## src/rtl/sevseg_pkg.sv

```systemverilog
// rtl/sevseg_pkg.sv - shared widths and the active-low seven-segment lookup table
package sevseg_pkg;

    localparam int SEG_W    = 7;
    localparam int NIBBLE_W = 4;

    // Segment order is {a,b,c,d,e,f,g}; a 0 lights the segment.
    localparam logic [SEG_W-1:0] SEG_0 = 7'b0000001;
    localparam logic [SEG_W-1:0] SEG_1 = 7'b1001111;
    localparam logic [SEG_W-1:0] SEG_2 = 7'b0010010;
    localparam logic [SEG_W-1:0] SEG_3 = 7'b0000110;
    localparam logic [SEG_W-1:0] SEG_4 = 7'b1001100;
    localparam logic [SEG_W-1:0] SEG_5 = 7'b0100100;
    localparam logic [SEG_W-1:0] SEG_6 = 7'b0100000;
    localparam logic [SEG_W-1:0] SEG_7 = 7'b0001111;
    localparam logic [SEG_W-1:0] SEG_8 = 7'b0000000;
    localparam logic [SEG_W-1:0] SEG_9 = 7'b0001100;
    localparam logic [SEG_W-1:0] SEG_A = 7'b0001000;
    localparam logic [SEG_W-1:0] SEG_B = 7'b1100000;
    localparam logic [SEG_W-1:0] SEG_C = 7'b0110001;
    localparam logic [SEG_W-1:0] SEG_D = 7'b1000010;
    localparam logic [SEG_W-1:0] SEG_E = 7'b0110000;
    localparam logic [SEG_W-1:0] SEG_F = 7'b0111000;

    localparam logic [SEG_W-1:0] SEG_OFF = 7'h7F;

endpackage

```

## src/rtl/sevseg_decoder.sv

```systemverilog
// rtl/sevseg_decoder.sv - combinational hex nibble to active-low abcdefg lookup
module sevseg_decoder
    import sevseg_pkg::*;
(
    input  logic [NIBBLE_W-1:0] nibble,
    output logic [SEG_W-1:0]    seg
);

    always_comb begin
        seg = SEG_OFF;
        case (nibble)
            4'h0: seg = SEG_0;
            4'h1: seg = SEG_1;
            4'h2: seg = SEG_2;
            4'h3: seg = SEG_3;
            4'h4: seg = SEG_4;
            4'h5: seg = SEG_5;
            4'h6: seg = SEG_6;
            4'h7: seg = SEG_7;
            4'h8: seg = SEG_8;
            4'h9: seg = SEG_9;
            4'hA: seg = SEG_A;
            4'hB: seg = SEG_B;
            4'hC: seg = SEG_C;
            4'hD: seg = SEG_D;
            4'hE: seg = SEG_E;
            4'hF: seg = SEG_F;
            default: seg = SEG_OFF;
        endcase
    end

endmodule

```

## src/rtl/sevseg_scan_mux.sv

```systemverilog
// rtl/sevseg_scan_mux.sv - multi-digit seven-segment scan driver with PWM brightness and blanking
// Optional leading-zero suppression: define SEVSEG_LEADING_ZERO_BLANK_EN.
module sevseg_scan_mux
    import sevseg_pkg::*;
#(
    parameter int NUM_DIGITS = 4,
    parameter int PRESCALE_W = 17,
    parameter int BRIGHT_W   = 3
) (
    input  logic                           clk,
    input  logic                           reset_n,
    input  logic [NIBBLE_W*NUM_DIGITS-1:0] digits,
    input  logic [NUM_DIGITS-1:0]          dp,
    input  logic [NUM_DIGITS-1:0]          blank,
    input  logic [BRIGHT_W-1:0]            brightness,
    output logic [NUM_DIGITS-1:0]          an,
    output logic [7:0]                     pattern
);

    localparam int IDX_W = $clog2(NUM_DIGITS);

    logic [PRESCALE_W-1:0] presc_q, presc_d;
    logic [IDX_W-1:0]      idx_q, idx_d;
    logic [NUM_DIGITS-1:0] an_q, an_d;
    logic [7:0]            pattern_q, pattern_d;

    logic [NIBBLE_W-1:0]   sel_nibble;
    logic [SEG_W-1:0]      sel_seg;
    logic [BRIGHT_W-1:0]   phase;
    logic [NUM_DIGITS-1:0] lz_sup;
    logic                  slot_tick;
    logic                  lit;

`ifdef SEVSEG_LEADING_ZERO_BLANK_EN
    logic lz_run;

    // Suppression propagates down from the top digit while nibbles stay zero; digit 0 always shows.
    always_comb begin
        lz_sup = '0;
        lz_run = 1'b1;
        for (int i = NUM_DIGITS - 1; i >= 1; i--) begin
            lz_run    = lz_run && (digits[NIBBLE_W*i +: NIBBLE_W] == 4'h0);
            lz_sup[i] = lz_run;
        end
    end
`else
    assign lz_sup = '0;
`endif

    assign sel_nibble = digits[NIBBLE_W*idx_q +: NIBBLE_W];
    assign phase      = presc_q[PRESCALE_W-1 -: BRIGHT_W];
    assign slot_tick  = (presc_q == '1);

    sevseg_decoder u_decoder (
        .nibble (sel_nibble),
        .seg    (sel_seg)
    );

    always_comb begin
        presc_d   = presc_q + PRESCALE_W'(1);
        idx_d     = idx_q;
        an_d      = '1;
        pattern_d = 8'hFF;

        if (slot_tick) begin
            idx_d = (idx_q == IDX_W'(NUM_DIGITS - 1)) ? '0 : idx_q + IDX_W'(1);
        end

        // The first cycle of each slot stays dark so the previous digit never ghosts onto the new anode.
        lit = (presc_q != '0) && (phase < brightness) && !blank[idx_q] && !lz_sup[idx_q];

        if (lit) begin
            an_d[idx_q] = 1'b0;
            pattern_d   = {~dp[idx_q], sel_seg};
        end
    end

    always_ff @(posedge clk or negedge reset_n) begin
        if (!reset_n) begin
            presc_q   <= '0;
            idx_q     <= '0;
            an_q      <= '1;
            pattern_q <= 8'hFF;
        end else begin
            presc_q   <= presc_d;
            idx_q     <= idx_d;
            an_q      <= an_d;
            pattern_q <= pattern_d;
        end
    end

    assign an      = an_q;
    assign pattern = pattern_q;

endmodule

```

## config.mk

```make
export PLATFORM = sky130hd
export DESIGN_NAME = sevseg_scan_mux
export DESIGN_NICKNAME = d
export VERILOG_FILES = /design/src/rtl/sevseg_pkg.sv /design/src/rtl/sevseg_decoder.sv /design/src/rtl/sevseg_scan_mux.sv
export SDC_FILE = /design/constraint.sdc
export NUM_CORES = 1
export LEC_CHECK = 0
export CAP_MARGIN = 20
export CELL_PAD_IN_SITES_DETAIL_PLACEMENT = 0
export CELL_PAD_IN_SITES_GLOBAL_PLACEMENT = 1
export CORE_AREA = 2 2 70 72
export CTS_CLUSTER_SIZE = 24
export DETAILED_ROUTE_END_ITERATION = 10
export DIE_AREA = 0 0 72 74
export MAX_ROUTING_LAYER = met4
export PLACE_DENSITY = 0.8
export SLEW_MARGIN = 20
export SYNTH_ARGS = -nofsm -noshare
export SYNTH_HDL_FRONTEND = slang
export SYNTH_SLANG_ARGS = --single-unit
```

## constraint.sdc

```tcl
create_clock -name clk -period 2.5 [get_ports clk]
set_input_delay 0.25 -clock clk [delete_from_list [all_inputs] [get_ports clk]]
set_output_delay 0.25 -clock clk [all_outputs]
set_load 0.005 [all_outputs]
```

==> impl_metrics.ini, run 1 <==
[cts]
htreeDepth = 2
cts_hold_buf = 0
path_clk_slew_ns = 0.07
cts_num_sinks = 31
cts_buffers = 5
post_cts_buffers = 0
cts_buffer_depth = 2
clk_latency_ns = 0.28
cts_resized = 0
cts_tree = built
cts_root_buf = clkbuf_8

[logic_synthesis]
syn_inst = 150
async_flop_share_pct = 100
synth_compound_area_share_pct = 5.90
synth.top_cell.area_share_pct = 27.4
muxShareOfSynthArea_pct = 11.6
synth_common_cells = dfrtp_1 (19), nand2_1 (18), ha_1 (14)
synth-simple-area-share_pct = 15.2
synth-main-ff-cell = dfrtp_1
syn_area_mm2 = 0.00174
synth-seq-area-share_pct = 45.5
avgSynthCellArea_um2 = 11.6
synthDistinctLibCells = 40
synth_xor_area_share_pct = 7.06
syn_nets = 193
synth_top_family_by_area = simple AND/OR/NAND/NOR gates
synthTopCellsByArea = dfrtp_1 (27%), dfstp_2 (18%), ha_1 (10%)
yosysMostFrequentCell = dfrtp_1
synth_adder_area_share_pct = 10.1
synth_edf_count = 0
yosys.area.top_type = dfrtp_1
yosysWarnings = 0
synth_seq_cells = 31

[layout]
final_util_pct = 49.5
drive_gt1_share_pct = 17.9
finish.instance_area_mm2 = 0.00228
seqCellArea_um2 = 791
areaGrowthSynthToFinish_pct = 31.0
multi_input_area_um2 = 866
layout.nets = 237
fillCellCount = 406
diodes = 0

[placed_design]
dp_hpwl_mm = 2.56
port_buffers = 40
placed_cell_area_mm2 = 0.00219
finalWeightedCongestion = 0.771
post-place-ws_ns = 0.291

[floorplanning]
rows = 25
fp.dieW_um = 72
die_h_um = 74
start_util_pct = 37.8
core_area_mm2 = 0.00460
dieArea_mm2 = 0.00533
io_pins = 41

[global_route]
gr-total-overflow = 0
grt_use_total_pct = 14.4
antenna_found_initial = 0
grt_pass1_vias = 1218
grt_max_degree = 32
grt_pass1_wl_mm = 5.68

[timing]
timing.final.ws_setup_ns = 0.441
hold_viol = 0
worst_pin_slew_ns = 0.572
layout_min_cycle_time_ns = 2.06
tns_ns = 0
finalSetupViolations = 0
fin_skew_ns = 0.00634
period_share_pct = 82.4
slew_headroom_pct = 61.5
grt_setup_unrepaired = false
max_freq_mhz = 486
slew_viol_final = 0

[drt]
drc_errors = 0
avgViaCountPerCell = 4.99
drt_pass1_iterations = 4
wirelength_mm = 3.31
drt-initial-drc-count = 74
via_count = 1242
ant_nets = 0
routedWlPerCell_um = 13.3

[critical_path]
cp.required_ns = 2.71
slowest_delay_ns = 0.66
worstPathArrival_ns = 2.27
worstPathCellList = mux4_1, inv_1, ha_1, mux2_2, o21ai_1, nand3_1
cp_slowest_cell = mux4_1
critPathLaunchType = register
crit_fanout = 5
cp-end-kind = register
critPathKind = register to register

[power]
switching_share_pct = 23.8
power.leakage_nw = 0.978
p_switching_uw = 249
ir_worst_vdd_mv = 0.242
pwr_density_cell_mw_per_mm2 = 461
clkPwrFrac_pct = 36.9
p_seq_share_pct = 50.0
power_frac_comb_pct = 13.1
p_int_uw = 800

[run_status]
status = finished clean

[job]
maxCapViolCount = 0

[min_path]
hold_class = input port to asynchronous set/reset pin
final cells by class:
cell class,count,share of cell area [%]
clock inverter,3,0.879
timing repair buffer,43,18.6
clock buffer,5,3.02
multi-input combinational,102,38.0
tap,54,2.97
inverter,11,1.81
sequential,31,34.7
final timing paths:
check | slack [ns] | cells after the start | to | start
worst min register to register | 0.51 | 1 | presc_q[0] | presc_q[0]
min in group clk | 0.51 | 1 | presc_q[0] | presc_q[0]
worst max-delay path | 0.44 | 6 | pattern[3] | idx_q[0]
max in group asynchronous | 1.83 | 2 | an[1] | reset_n
worst max register to register | 0.44 | 6 | pattern[3] | idx_q[0]
worst min-delay path | 0.35 | 2 | presc_q[3] | reset_n
cell usage in the layout (no fill, tap or decap), types with 3 or more instances in the layout:
cell,count
buf_4,3
clkbuf_8,5
clkdlybuf4s50_1,40
dfrtp_1,19
dfstp_2,12
ha_1,14
inv_1,11
mux4_2,4
nand2_1,18
nand3_1,8
nand4_1,3
nor2_1,6
nor4_1,4
xnor2_1,8
xor2_1,6
registers in the layout, summed over array words and instances, names as in the netlist:
name / count
an: 4
presc_q: 17
idx_q: 2
pattern: 8
metrics by stage:
stage	std cells	hold WS, ns	power (mW)
after floorplan	150	-0.0456	0.586
after CTS	249	0.355	1.07
after global placement	241	0.493	0.670
final	249	0.352	1.05
after global routing	249	0.380	1.10
after detailed placement	241	0.496	0.672
kinds of logic (layout without fill, tap and decap cells):
logic type / after synthesis / after routing
buf+inv: 17 / 62
compound gates: 12 / 12
fa+ha+maj: 14 / 14
xor+xnor: 14 / 14
flops: 31 / 31
mux: 11 / 11
simple gates: 51 / 51
power groups by stage:
stage | Sequential, mW | Combinational (mW) | Clock (mW)
CTS | 0.525 | 0.140 | 0.403
finish | 0.525 | 0.137 | 0.388
global placement | 0.533 | 0.136 | 0
floorplan | 0.535 | 0.0512 | 0
global route | 0.526 | 0.150 | 0.427
detailed placement | 0.533 | 0.139 | 0
routing by layer:
layer	vias to the layer above	track usage, %	routed length [um]
met3	5	3.79	200
li1	610	-	-
met2	41	24.0	1630
met1	586	16.9	1420
met5	-	-	0
met4	0	5.66	53
critical path: cells and delay by family (launching register included):
kind	cells	cell delay (ns)
muxes	2	0.94
DFF	1	0.45
adders and majority gates	1	0.29
buffers and inverters	1	0.15
and+or+nand+nor	1	0.08
AOI/OAI and AO/OA	1	0.07
Note: power is estimated with default switching activity, not from simulation.
==> run 2: changes to the inputs <==
==> constraint.sdc (replaced) <==
create_clock -name clk -period 1.9 [get_ports clk]
set_input_delay 0.19 -clock clk [delete_from_list [all_inputs] [get_ports clk]]
set_output_delay 0.19 -clock clk [all_outputs]
set_load 0.005 [all_outputs]
==> impl_metrics.ini, run 2 (same netlist as run 1, synthesis figures left out) <==
[layout]
final_util_pct = 52.9
diodes = 0
largest_reg_flops = 17
fillCellCount = 405
drive_gt1_share_pct = 27.5
layout.nets = 249
areaGrowthSynthToFinish_pct = 40.0
final_common_cell = clkdlybuf4s50_1
max_flop_register = presc_q
finish.instance_area_mm2 = 0.00243
final_cell_mix = clkdlybuf4s50_1 (40), nand2_1 (18), dfrtp_1 (18)

[timing]
grt_setup_unrepaired = true
max_freq_mhz = 536
finalSetupViolations = 0
timing.final.ws_setup_ns = 0.0329
period_share_pct = 98.3
slew_headroom_pct = 74.1
worst_pin_slew_ns = 0.388
fin_skew_ns = 0.00743
layout_min_cycle_time_ns = 1.87
hold_viol = 0
slew_viol_final = 0

[power]
power.leakage_nw = 1.05
ir_worst_vdd_mv = 0.253
pwr_density_cell_mw_per_mm2 = 612
finalPower_mw = 1.49

[drt]
routedWlPerCell_um = 13.8
ant_nets = 0
drt-initial-drc-count = 48
drc_errors = 0
wirelength_mm = 3.60
avgViaCountPerCell = 4.99
via_count = 1302
drt_pass1_iterations = 2

[cts]
cts_buffer_depth = 2
cts_hold_buf = 0
clk_latency_ns = 0.29
cts_tree = built
path_clk_slew_ns = 0.07
htreeDepth = 2
cts_num_sinks = 31
cts_buffers = 5
cts_root_buf = clkbuf_8

[critical_path]
crit_fanout = 4
worstPathArrival_ns = 2.08
critPathLaunchType = register
critPathKind = register to register
cp-end-kind = register
cp.required_ns = 2.11

[floorplanning]
io_pins = 41
rows = 25
die_h_um = 74
start_util_pct = 37.8
core_area_mm2 = 0.00460
fp.dieW_um = 72
dieArea_mm2 = 0.00533

[min_path]
hold_class = input port to asynchronous set/reset pin

[placed_design]
port_buffers = 40
dp_hpwl_mm = 2.76
finalWeightedCongestion = 0.842
post-place-ws_ns = -0.113
placed_cell_area_mm2 = 0.00229

[global_route]
antenna_found_initial = 0
grt_pass1_vias = 1359
grt_use_total_pct = 15.6
grt_max_degree = 32
grt_pass1_wl_mm = 6.17
gr-total-overflow = 0

[job]
maxCapViolCount = 0

[run_status]
status = finished clean
run 2: changes by cell type in the layout (fill, tap and decap cells not counted), sizes merged:
cell,previous run,this run
buf,3,15
clkinv,1,0
clkinvlp,2,1
clkbuf,5,7
run 2: metal layers:
metal / part of all wire (%) / track usage, %
met1: 43 / 17.8
met2: 49 / 26.3
met3: 5.7 / 3.79
met4: 2.2 / 6.71
met5: 0 / -
run 2: final cells by class:
class / instances / area, um2 / area share, %
clock inverter: 1 / 7.51 / 0.309
timing repair buffer: 55 / 517 / 21.2
clock buffer: 7 / 96.3 / 3.96
inverter: 11 / 43.8 / 1.80
tap: 54 / 67.6 / 2.78
sequential: 31 / 792 / 32.6
multi-input combinational: 102 / 908 / 37.3
run 2: metrics by stage:
step,cells,hold slack [ns],setup TNS (ns)
finish,261,0.295,0
global route,261,0.325,-0.0291
CTS,260,0.308,0
detailed placement,252,0.510,-0.259
global placement,252,0.493,-0.156
floorplan,150,-0.106,-0.0137
run 2: repair_timing:
action                                  4_1_cts  5_1_grt
setup buffers                                 0        1
resized for setup                             2        4
endpoints found under the setup margin        5        6
pin swaps                                     0        3
run 2: worst paths after layout:
path / start / end / slack (ns) / depth (start not counted)
max in group asynchronous: reset_n / an[0] / 1.29 / 2
max reg2reg: idx_q[0] / pattern[6] / 0.03 / 5
min reg2reg: presc_q[10] / presc_q[10] / 0.51 / 1
min: reset_n / presc_q[4] / 0.29 / 2
min in group clk: presc_q[10] / presc_q[10] / 0.51 / 1
max: idx_q[0] / pattern[6] / 0.03 / 5
run 2: critical path: stages, from the launching register on:
cell     delay, ns
dfrtp_2       0.42
mux4_2        0.59
ha_2          0.21
mux2_1        0.28
a22oi_1       0.19
nand3_1       0.10
run 2: power by group:
group | internal (mW) | switching (mW)
Sequential | 0.686 | 0.00439
Clock | 0.329 | 0.264
Combinational | 0.128 | 0.0764
==> run 3: changes to the inputs <==
--- a/config.mk
+++ b/config.mk
@@ -13,7 +13,7 @@
 export DETAILED_ROUTE_END_ITERATION = 10
 export DIE_AREA = 0 0 72 74
 export MAX_ROUTING_LAYER = met4
-export PLACE_DENSITY = 0.8
+export PLACE_DENSITY = 0.88
 export SLEW_MARGIN = 20
 export SYNTH_ARGS = -nofsm -noshare
 export SYNTH_HDL_FRONTEND = slang
==> impl_metrics.ini, run 3 (same netlist as run 1, synthesis figures left out) <==
[run_status]
status = finished clean

[critical_path]
critPathKind = register to register
cp.required_ns = 2.10
r2r_start = idx_q[0]
slowest_delay_ns = 0.57
r2r-end = pattern[6]
cp_slowest_cell = mux4_2
critPathLaunchType = register
worstPathArrival_ns = 2.06
crit_end = pattern[6]
crit_fanout = 5
rr_worst_depth = 5
crit_start = idx_q[0]
worstPathCellList = buf_4, mux4_2, mux2_1, a22oi_2, nand3_1
cp-end-kind = register
reg2reg_slack_ns = 0.04

[timing]
timing.final.ws_setup_ns = 0.0404
hold_viol = 0
finalSetupViolations = 0
tns_ns = 0
grt_setup_unrepaired = true
slew_headroom_pct = 73.9
whs_ns = 0.300
fin_skew_ns = 0.00557
worst_pin_slew_ns = 0.391
layout_min_cycle_time_ns = 1.86
period_share_pct = 97.9
slew_viol_final = 0
max_freq_mhz = 538

[global_route]
grt_max_degree = 32
antenna_found_initial = 0
grt_use_total_pct = 15.8
gr-total-overflow = 0
grt_pass1_wl_mm = 6.23
grt_pass1_vias = 1299

[floorplanning]
fp.dieW_um = 72
io_pins = 41
start_util_pct = 37.8
core_area_mm2 = 0.00460
dieArea_mm2 = 0.00533
rows = 25
die_h_um = 74

[layout]
drive_gt1_share_pct = 27.1
layout.nets = 249
finalNonFillerCells = 261
final_cell_mix = clkdlybuf4s50_1 (40), dfrtp_1 (19), nand2_1 (18)
diodes = 0
largest_reg_flops = 17
areaGrowthSynthToFinish_pct = 39.4
max_flop_register = presc_q
finish.instance_area_mm2 = 0.00242
fillCellCount = 410
final_common_cell = clkdlybuf4s50_1

[drt]
met2WireLength_mm = 1.70
drt_pass1_iterations = 4
wl_met1_mm = 1.66
via_count = 1287
drc_errors = 0
avgViaCountPerCell = 4.93
routedWlPerCell_um = 13.4
ant_nets = 0
wirelength_mm = 3.51
highest_layer = met4
wl_met3_um = 116
drt-initial-drc-count = 54

[power]
pwr_density_cell_mw_per_mm2 = 601
power_frac_comb_pct = 14.0
clkPwrFrac_pct = 38.6
power.leakage_nw = 1.05
p_seq_share_pct = 47.4
p_int_mw = 1.15
ir_worst_vdd_mv = 0.350
switching_share_pct = 21.4
p_switching_uw = 311

[placed_design]
dp.cells = 253
dp_hpwl_mm = 2.59
post-place-ws_ns = -0.142
placed_cell_area_mm2 = 0.00230
finalWeightedCongestion = 0.757
port_buffers = 40

[cts]
post_cts_buffers = 0
cts_resized = 0
cts_root_buf = clkbuf_8
htreeDepth = 2
cts_tree = built
cts_buffer_depth = 2
cts_num_sinks = 31
clk_latency_ns = 0.28
path_clk_slew_ns = 0.06
cts_buffers = 5
cts_hold_buf = 0

[job]
maxCapViolCount = 0

[min_path]
hold_class = input port to asynchronous set/reset pin
[run 3: layout make-up]
type                    count  area, um2  share of cell area [%]
multi-input cells         102        907                    37.4
flip-flops and latches     31        791                    32.6
repair buffers             55        513                    21.2
clock buffers               8        100                    4.13
well taps                  54       67.6                    2.79
inverters                  11       43.8                    1.81
[run 3: metal layers]
metal,global-route usage (%),vias to the layer above
li1,-,641
met1,20.3,622
met2,24.5,20
met3,4.07,4
met4,5.24,0
met5,-,-
[run 3: worst min path at each step]
stage,slack (ns),endpoint,from,cells past startpoint
2_1_floorplan,-0.11,idx_q[0],reset_n,0
3_3_place_gp,0.49,presc_q[0],presc_q[0],1
3_5_place_dp,0.49,presc_q[10],presc_q[10],1
4_1_cts,0.31,presc_q[9],reset_n,2
5_1_grt,0.33,presc_q[2],reset_n,2
6_report,0.30,presc_q[2],reset_n,2
[run 3: power by group through the flow]
stage / Sequential (mW) / Combinational (mW) / Clock [mW]
floorplan: 0.704 / 0.0731 / 0
global placement: 0.701 / 0.198 / 0
detailed placement: 0.701 / 0.201 / 0
CTS: 0.690 / 0.202 / 0.583
global route: 0.691 / 0.223 / 0.611
finish: 0.690 / 0.204 / 0.562
[run 3: critical path, delay by kind of cell, from the launching register on]
family                 cells  cell delay, ns
AND/OR/NAND/NOR            1            0.09
multiplexers               2            0.92
buffers and inverters      1            0.19
flip-flops                 1            0.41
AO/OA/AOI/OAI              1            0.18
[run 3: through the flow]
step | total power [mW] | util, %
floorplan | 0.777 | -
global placement | 0.899 | 50.1
detailed placement | 0.902 | 50.1
CTS | 1.48 | 52.2
global route | 1.52 | 52.7
finish | 1.46 | 52.7
